**src/rtl/avr_pkg.sv**
```systemverilog
// Shared AVR fetch/decode definitions: two-word opcode patterns and fetch FSM states.
// Latency: none (types and constants only).
// Backpressure: not applicable.
package avr_pkg;

  localparam int INSTR_WIDTH = 16;

  // lds/sts carry a 16-bit data address in the second word
  localparam logic [INSTR_WIDTH-1:0] OP_LDS_STS_MASK  = 16'hFC0F;
  localparam logic [INSTR_WIDTH-1:0] OP_LDS           = 16'h9000;
  localparam logic [INSTR_WIDTH-1:0] OP_STS           = 16'h9200;
  // jmp/call carry the low 16 bits of the target in the second word
  localparam logic [INSTR_WIDTH-1:0] OP_JMP_CALL_MASK = 16'hFE0C;
  localparam logic [INSTR_WIDTH-1:0] OP_JMP_CALL      = 16'h940C;

  typedef enum logic {
    W1 = 1'b0,  // expecting the first word of an instruction
    W2 = 1'b1   // first word held in hi_q, expecting the second
  } fetch_state_t;

endpackage

```
**src/rtl/instr_len_decode.sv**
```systemverilog
// Classifies a 16-bit instruction word as one- or two-word (lds/sts/jmp/call).
// Latency: purely combinational.
// Backpressure: none; no state.
module instr_len_decode
  import avr_pkg::*;
(
  input  logic [INSTR_WIDTH-1:0] word,
  output logic                   is32
);

  logic is_lds_sts;
  logic is_jmp_call;

  assign is_lds_sts  = ((word & OP_LDS_STS_MASK) == OP_LDS) ||
                       ((word & OP_LDS_STS_MASK) == OP_STS);
  assign is_jmp_call = (word & OP_JMP_CALL_MASK) == OP_JMP_CALL;
  assign is32        = is_lds_sts || is_jmp_call;

endmodule

```
**src/rtl/instr_fetch.sv**
```systemverilog
// Fetch stage: drives ROM address, assembles 1/2-word instructions, handles redirect and skip.
// Latency: instruction valid one cycle after its last word is at rom_data; one bubble per redirect.
// Backpressure: valid/ready output register; pc and FSM hold while a completed instruction cannot load.
module instr_fetch
  import avr_pkg::*;
#(
  parameter int                    ADDR_WIDTH   = 8,
  parameter int                    DATA_WIDTH   = 16,
  parameter logic [ADDR_WIDTH-1:0] RESET_VECTOR = '0
) (
  input  logic                   clk,
  input  logic                   rst_n,
  output logic [ADDR_WIDTH-1:0]  rom_addr,
  input  logic [DATA_WIDTH-1:0]  rom_data,
  input  logic                   redirect_valid,
  input  logic [ADDR_WIDTH-1:0]  redirect_addr,
  input  logic                   skip_req,
  output logic                   instr_valid,
  input  logic                   instr_ready,
  output logic [INSTR_WIDTH-1:0] instr,
  output logic [INSTR_WIDTH-1:0] instr_ext,
  output logic                   instr_is32,
  output logic [ADDR_WIDTH-1:0]  instr_pc
);

  if (DATA_WIDTH != INSTR_WIDTH) begin : g_bad_data_width
    $error("instr_fetch: DATA_WIDTH must be 16");
  end

  fetch_state_t           state;
  logic [ADDR_WIDTH-1:0]  pc;
  logic [ADDR_WIDTH-1:0]  pc_next;
  logic [ADDR_WIDTH-1:0]  pc_hi_q;
  logic [INSTR_WIDTH-1:0] hi_q;
  logic                   skip_pending;

  logic                   word_is32;
  logic                   first_of_two;
  logic                   completing;
  logic                   load_en;
  logic                   load_out;
  logic                   drop;
  logic                   word_take;
  logic [INSTR_WIDTH-1:0] cand_instr;
  logic [INSTR_WIDTH-1:0] cand_ext;
  logic [ADDR_WIDTH-1:0]  cand_pc;

  instr_len_decode u_len (
    .word (rom_data[INSTR_WIDTH-1:0]),
    .is32 (word_is32)
  );

  assign rom_addr = pc;
  assign pc_next  = pc + ADDR_WIDTH'(1);

  // Instruction completion and word-consume decisions for the current rom_data word.
  always_comb begin
    first_of_two = (state == W1) && word_is32;
    completing   = (state == W2) || !word_is32;
    load_en      = !instr_valid || instr_ready;
    drop         = completing && skip_pending;
    load_out     = completing && !skip_pending && load_en;
    word_take    = first_of_two || drop || load_out;
    cand_instr   = (state == W2) ? hi_q : rom_data[INSTR_WIDTH-1:0];
    cand_ext     = (state == W2) ? rom_data[INSTR_WIDTH-1:0] : '0;
    cand_pc      = (state == W2) ? pc_hi_q : pc;
  end

  // Program counter, FSM, skip tracking and the decode-facing output register.
  always_ff @(posedge clk) begin
    if (!rst_n) begin
      pc           <= RESET_VECTOR;
      state        <= W1;
      hi_q         <= '0;
      pc_hi_q      <= '0;
      skip_pending <= 1'b0;
      instr_valid  <= 1'b0;
      instr        <= '0;
      instr_ext    <= '0;
      instr_is32   <= 1'b0;
      instr_pc     <= '0;
    end else if (redirect_valid) begin
      // the rom_data word of this cycle belongs to the old path and is discarded
      pc           <= redirect_addr;
      state        <= W1;
      skip_pending <= 1'b0;
      instr_valid  <= 1'b0;
    end else begin
      if (word_take) begin
        pc    <= pc_next;
        state <= first_of_two ? W2 : W1;
      end
      if (first_of_two) begin
        hi_q    <= rom_data[INSTR_WIDTH-1:0];
        pc_hi_q <= pc;
      end
      if (load_out) begin
        instr_valid <= 1'b1;
        instr       <= cand_instr;
        instr_ext   <= cand_ext;
        instr_is32  <= (state == W2);
        instr_pc    <= cand_pc;
      end else if (instr_valid && instr_ready) begin
        instr_valid <= 1'b0;
      end
      // a skip already pending absorbs any further request
      if (drop) begin
        skip_pending <= 1'b0;
      end else if (skip_req && !skip_pending) begin
        skip_pending <= 1'b1;
      end
    end
  end

endmodule

```
**config.mk**
```make
export PLATFORM = sky130hd
export DESIGN_NAME = instr_fetch
export DESIGN_NICKNAME = d
export VERILOG_FILES = /design/src/rtl/avr_pkg.sv /design/src/rtl/instr_len_decode.sv /design/src/rtl/instr_fetch.sv
export SDC_FILE = /design/constraint.sdc
export NUM_CORES = 1
export LEC_CHECK = 0
export ABC_AREA = 0
export BUFFER_PORTS_ARGS = -buffer_cell sky130_fd_sc_hd__buf_2
export CORE_MARGIN = 4
export CORE_UTILIZATION = 53
export DETAILED_ROUTE_END_ITERATION = 10
export PLACE_DENSITY = 0.83
export SLEW_MARGIN = 5
export SYNTH_ARGS = -nofsm -noshare
export SYNTH_HDL_FRONTEND = slang
export SYNTH_HIERARCHICAL = 1
export SYNTH_SLANG_ARGS = --single-unit
```
**constraint.sdc**
```tcl
create_clock -name clk -period 2.53 [get_ports clk]
set_input_delay 0.253 -clock clk [delete_from_list [all_inputs] [get_ports clk]]
set_output_delay 0.253 -clock clk [all_outputs]
set_load 0.02 [all_outputs]
```
After elaboration in Yosys (flattened, before gate mapping)
Index checks and enable logic that the tools add are counted. Widths: inputs -> output; s select.

Add/sub/neg operators: 1. Equality and inequality tests: 2. Mux-type cells: 8. Bitwise logic cells: 3. Reductions and logical operators: 20.

Operators by type and width (number): $mux 16 (2); $mux 8 (3); $eq 10x10->1 const B (1); $eq 9x9->1 const B (1); $add 8x1->8 const B (1); $logic_and 1x1->1 (6); $logic_or 1x1->1 (5); $reduce_and 2->1 (2); $reduce_bool 2->1 (2); $logic_not 1->1 (3); $mux 1 (3); $not 1->1 (3); $reduce_or 3->1 (1); $reduce_or 2->1 (1).

Bits in registers: 76. Bits of input ports: 29. Output and inout port bits: 50. Word-level logic and storage cells: 44.

Logic depth before layout (Yosys ltp)
Depth in word-level cells: 9. Mapped depth: 10. Depth with buffers taken out: 7.

Hierarchy
The synthesis kept the hierarchy.

Modules (own cells, without submodules): instr_fetch (times used 1, cells each 357, area an instance 3210.6 µm²); instr_len_decode (times used 1, cells each 5, area an instance 36.3 µm²).

Worst setup path after synthesis
OpenSTA, ideal clock, no wires.

Path kind: input-to-reg. From: input rom_data[1]. To: register pc[4] (netlist: rom_addr[4]). Library setup time: 74 ps. Data arrival time: 1983 ps. Data required time: 2456 ps. Path slack: 473 ps. Stages on the path: 9. Buffers on the path: 2. Path through: or4_1 o21ai_1 and3_1 nor2b_1 buf_6 nor3_1 buf_2 or3_1 a31oi_1.

Word-level cells in the longest chain between the ends: 8.

Ends and longest elaborated chain: start: declaration (RTL line instr_fetch.sv:14) `input logic [DATA_WIDTH-1:0] rom_data,`; $eq 10x10->1 * (RTL line instr_len_decode.sv:14) `assign is_lds_sts = ((word & OP_LDS_STS_MASK) == OP_LDS) ||`; $logic_or 1x1->1 * (RTL line instr_len_decode.sv:17) `assign is32 = is_lds_sts || is_jmp_call;`; via word_is32 (RTL line instr_fetch.sv:37) `logic word_is32;`; $logic_not 1->1 (RTL line instr_fetch.sv:59) `completing = (state == W2) || !word_is32;`; $logic_or 1x1->1 (RTL line instr_fetch.sv:59); $logic_and 1x1->1, on equally long branches (RTL line instr_fetch.sv:61, instr_fetch.sv:62); $logic_or 1x1->1 or $logic_and 1x1->1 (tied branches) (RTL line instr_fetch.sv:63, instr_fetch.sv:62); $logic_or 1x1->1 * (RTL line instr_fetch.sv:63) `word_take = first_of_two || drop || load_out;`; $reduce_bool 2->1 (no source line) *; end signal: assignment (RTL line instr_fetch.sv:84) `pc <= redirect_addr;`; end signal: assignment (RTL line instr_fetch.sv:90) `pc <= pc_next;`; end: declaration (RTL line instr_fetch.sv:31) `logic [ADDR_WIDTH-1:0] pc;`.

The timed path passes the listed nets; every way through them passes the cells marked *. A chain may end at the register's enable or synchronous reset.

Final worst setup path
From: input rom_data[1]. To: register pc[7] (netlist: rom_addr[7]).

The elaborated chain is that of the path after synthesis.

==> results_dict.tcl <==
set metrics [dict create \
    final_nets 458 \
    first_iter_violations 208 \
    vdd.ir_drop.worst_v 0.0003911 \
    number_of_buffers_on_the_longest_clock_path 2 \
    num_ports 79 \
    synthesis.yosys.warnings 6 \
    n_antenna_cell 0 \
    layout_worst_path_cycle_share_pct 82.01 \
    post_cts.repair.setup_buffers 0 \
    hold_ws_ns 0.1605 \
    synthesis.instances 362 \
    synth.ff_latch_count 76 \
    cts.hold.buffers_added 0 \
    clock_root_cell "sky130_fd_sc_hd__clkbuf_8" \
    status "complete, no violations" \
    slew_viol_final 0 \
    gr-usage-all-layers_pct 20.89 \
    cap_violations 0 \
    critPathSlowestCell "sky130_fd_sc_hd__or4_1" \
    synth_seq_area_share_pct 46.86 \
    slew-limit-headroom_pct 32.56 \
    detailedPlacementHpwl_mm 5.041 \
    final.fill_count 496 \
    design.die.area_um2 7443 \
    drive_above_1_share_pct 24.02 \
    place.port_buffers 78 \
    worst_ep_required_time_ns 2.80 \
    via_count_of_the_first_global_routing_pass 2611 \
    clk_pin_slew_worst_paths_ns 0.07 \
    leakage_nw 1.745 \
    die_w_um 86.27 \
    hold_viol 0 \
    std_cell_rows 28 \
    finalPower_mw 2.570 \
    area.growth.synth_to_final_pct 19.77 \
    tritoncts.num_buffers 9 \
    worst-slew-pin-transition_ns 1.004 \
    mean_area_per_synthesized_cell_um2 8.969 \
    detail_route.wirelength_mm 7.589 \
    floorplan_core_area_um2 5921 \
    rsz0062_at_grt "false" \
    holdCritPathClass "input port to flip-flop" \
    h_tree_level_count 3 \
    max_freq_mhz 482.0 \
    worst_clock_skew_ns 0.006351 \
    drtPass1Iterations 4 \
    cts_tree "built" \
    yosysUniqueCellTypes 32 \
    remaining_drc_errors 0 \
    aggregate_negative_setup_slack_ns 0 \
    clk-insertion-delay-late_ns 0.35 \
    detail-route-antenna-nets 0 \
    antenna_found_initial 0 \
    timing.setup.critical_path_class "input port to flip-flop" \
    timing.critical_path.cells "buf_2, or4_1, o21ai_1, and3_1, nor2b_1, buf_4, nor3_1, or3_1, a31oi_1" \
    cp_endpoint_kind "flip-flop" \
    final-setup-viol-count 0 \
    grt_pass1_wl_mm 12.38 \
    post_drt_wl_per_cell_um 14.94 \
    pin_count_of_the_biggest_net_entering_global_routing 66 \
    endpoint_arrival_time_on_the_critical_path_ns 2.35 \
    finalCriticalPeriod_ns 2.075 \
    cts.sinks 76 \
    route.vias.total 2828 \
    synth_fp_nets 392 \
    gp_routability_congestion 0.8348 \
    layout.cells.most_common_list "sky130_fd_sc_hd__nand2_1 (94), sky130_fd_sc_hd__buf_2 (78), sky130_fd_sc_hd__dfxtp_1 (75), sky130_fd_sc_hd__mux2i_1 (26)" \
    via_per_inst 5.567 \
    cp_max_fo 11 \
    cts_resized 0 \
    grt_overflow 0 \
    final_common_cell "sky130_fd_sc_hd__nand2_1" \
    dieHeight_um 86.27 \
    start_util_pct 54.84 \
    power.density_cell_area_nw_per_um2 660.8 \
    synth.cell_area_um2 3247 \
    worst_setup_path_start_kind "input port" \
    max_stage_delay_ns 0.53 \
]
-- logic make-up after synthesis --
logic type | count (synthesis) | synth area share (%)
and+or+nand+nor | 136 | 18.38
adders and majority gates | 1 | 0.3853
DFF | 76 | 46.86
xor gates and xnor gates | 3 | 0.8094
muxes | 26 | 8.015
buffers and inverters | 32 | 4.817
AOI/OAI and AO/OA | 88 | 20.73
-- flip-flops by register name (all words and copies together) (netlist names) --
signal        cells
hi_q             16
instr            16
instr_ext        16
instr_pc          8
pc_hi_q           8
rom_addr          8
instr_is32        1
instr_valid       1
skip_pending      1
state             1
-- per-layer routing --
layer  GRT usage [%]  vias up  routed length, um
met2           35.67       91               3756
met1           26.38     1343               3256
met4           8.640        0                 64
met5               0        -                  0
met3           3.137        8                511
li1                -     1386                  -
-- final timing paths --
check	start	slack (ns)	end	cells after the start
worst max-delay path	rom_data[1]	0.46	rom_addr[7]	9
worst min-delay path	redirect_addr[0]	0.16	rom_addr[0]	3
worst max register to register	state	0.69	rom_addr[7]	5
worst min register to register	instr_ext[6]	0.45	instr_ext[6]	2
-- synthesized netlist by cell type, drive strengths merged --
library cell / n / area (um^2)
nor2b: 2 / 12.51
xor2: 3 / 26.28
ha: 1 / 12.51
o21ai: 13 / 65.06
dfxtp: 76 / 1521
nor2: 5 / 18.77
a21boi: 41 / 307.8
nand2: 94 / 352.8
and4: 1 / 8.760
nand3: 17 / 85.08
clkbuf: 16 / 60.06
a31oi: 4 / 25.02
inv: 1 / 3.750
nor4b: 1 / 8.760
and2: 2 / 12.51
nand2b: 1 / 6.260
nand4b: 1 / 8.760
or3: 4 / 25.02
a21oi: 4 / 20.02
o31ai: 2 / 15.01
nor4: 1 / 12.51
nor3: 1 / 5.000
buf: 15 / 92.58
and3: 2 / 12.51
nand4: 2 / 12.51
mux2i: 26 / 260.3
or4: 2 / 15.01
o211a: 24 / 240.2
-- report_power, final --
group | total, mW | internal (mW) | switching, mW
Clock | 1.01 | 0.552 | 0.459
Combinational | 0.282 | 0.110 | 0.173
Sequential | 1.28 | 1.24 | 0.0378
Total | 2.57 | 1.90 | 0.669
-- area by class of cell --
type,instances,area [um^2],area share (%)
multi-input cells,254,1578,40.57
well taps,75,93.84,2.413
flip-flops and latches,76,1523,39.16
clock inverters,7,91.34,2.349
clock buffers,9,123.9,3.185
repair buffers,86,475.5,12.23
inverters,1,3.754,0.09653
-- per-stage QoR --
stage | std cells | util [%] | setup slack (ns) | area [um^2]
floorplan | 362 | - | 0.4726 | 3247
finish | 508 | 65.68 | 0.4552 | 3889
global route | 508 | 65.68 | 0.3651 | 3889
global placement | 492 | 62.05 | 0.2396 | 3674
detailed placement | 492 | 62.05 | 0.1974 | 3674
CTS | 508 | 65.68 | 0.5046 | 3889
-- worst max-delay path: cells and delay by family --
kind,cells,cell delay (ns)
buffers and inverters,2,0.31
and+or+nand+nor,5,1.44
AOI/OAI and AO/OA,2,0.35
No activity file was read; power rests on OpenSTA's default activity.
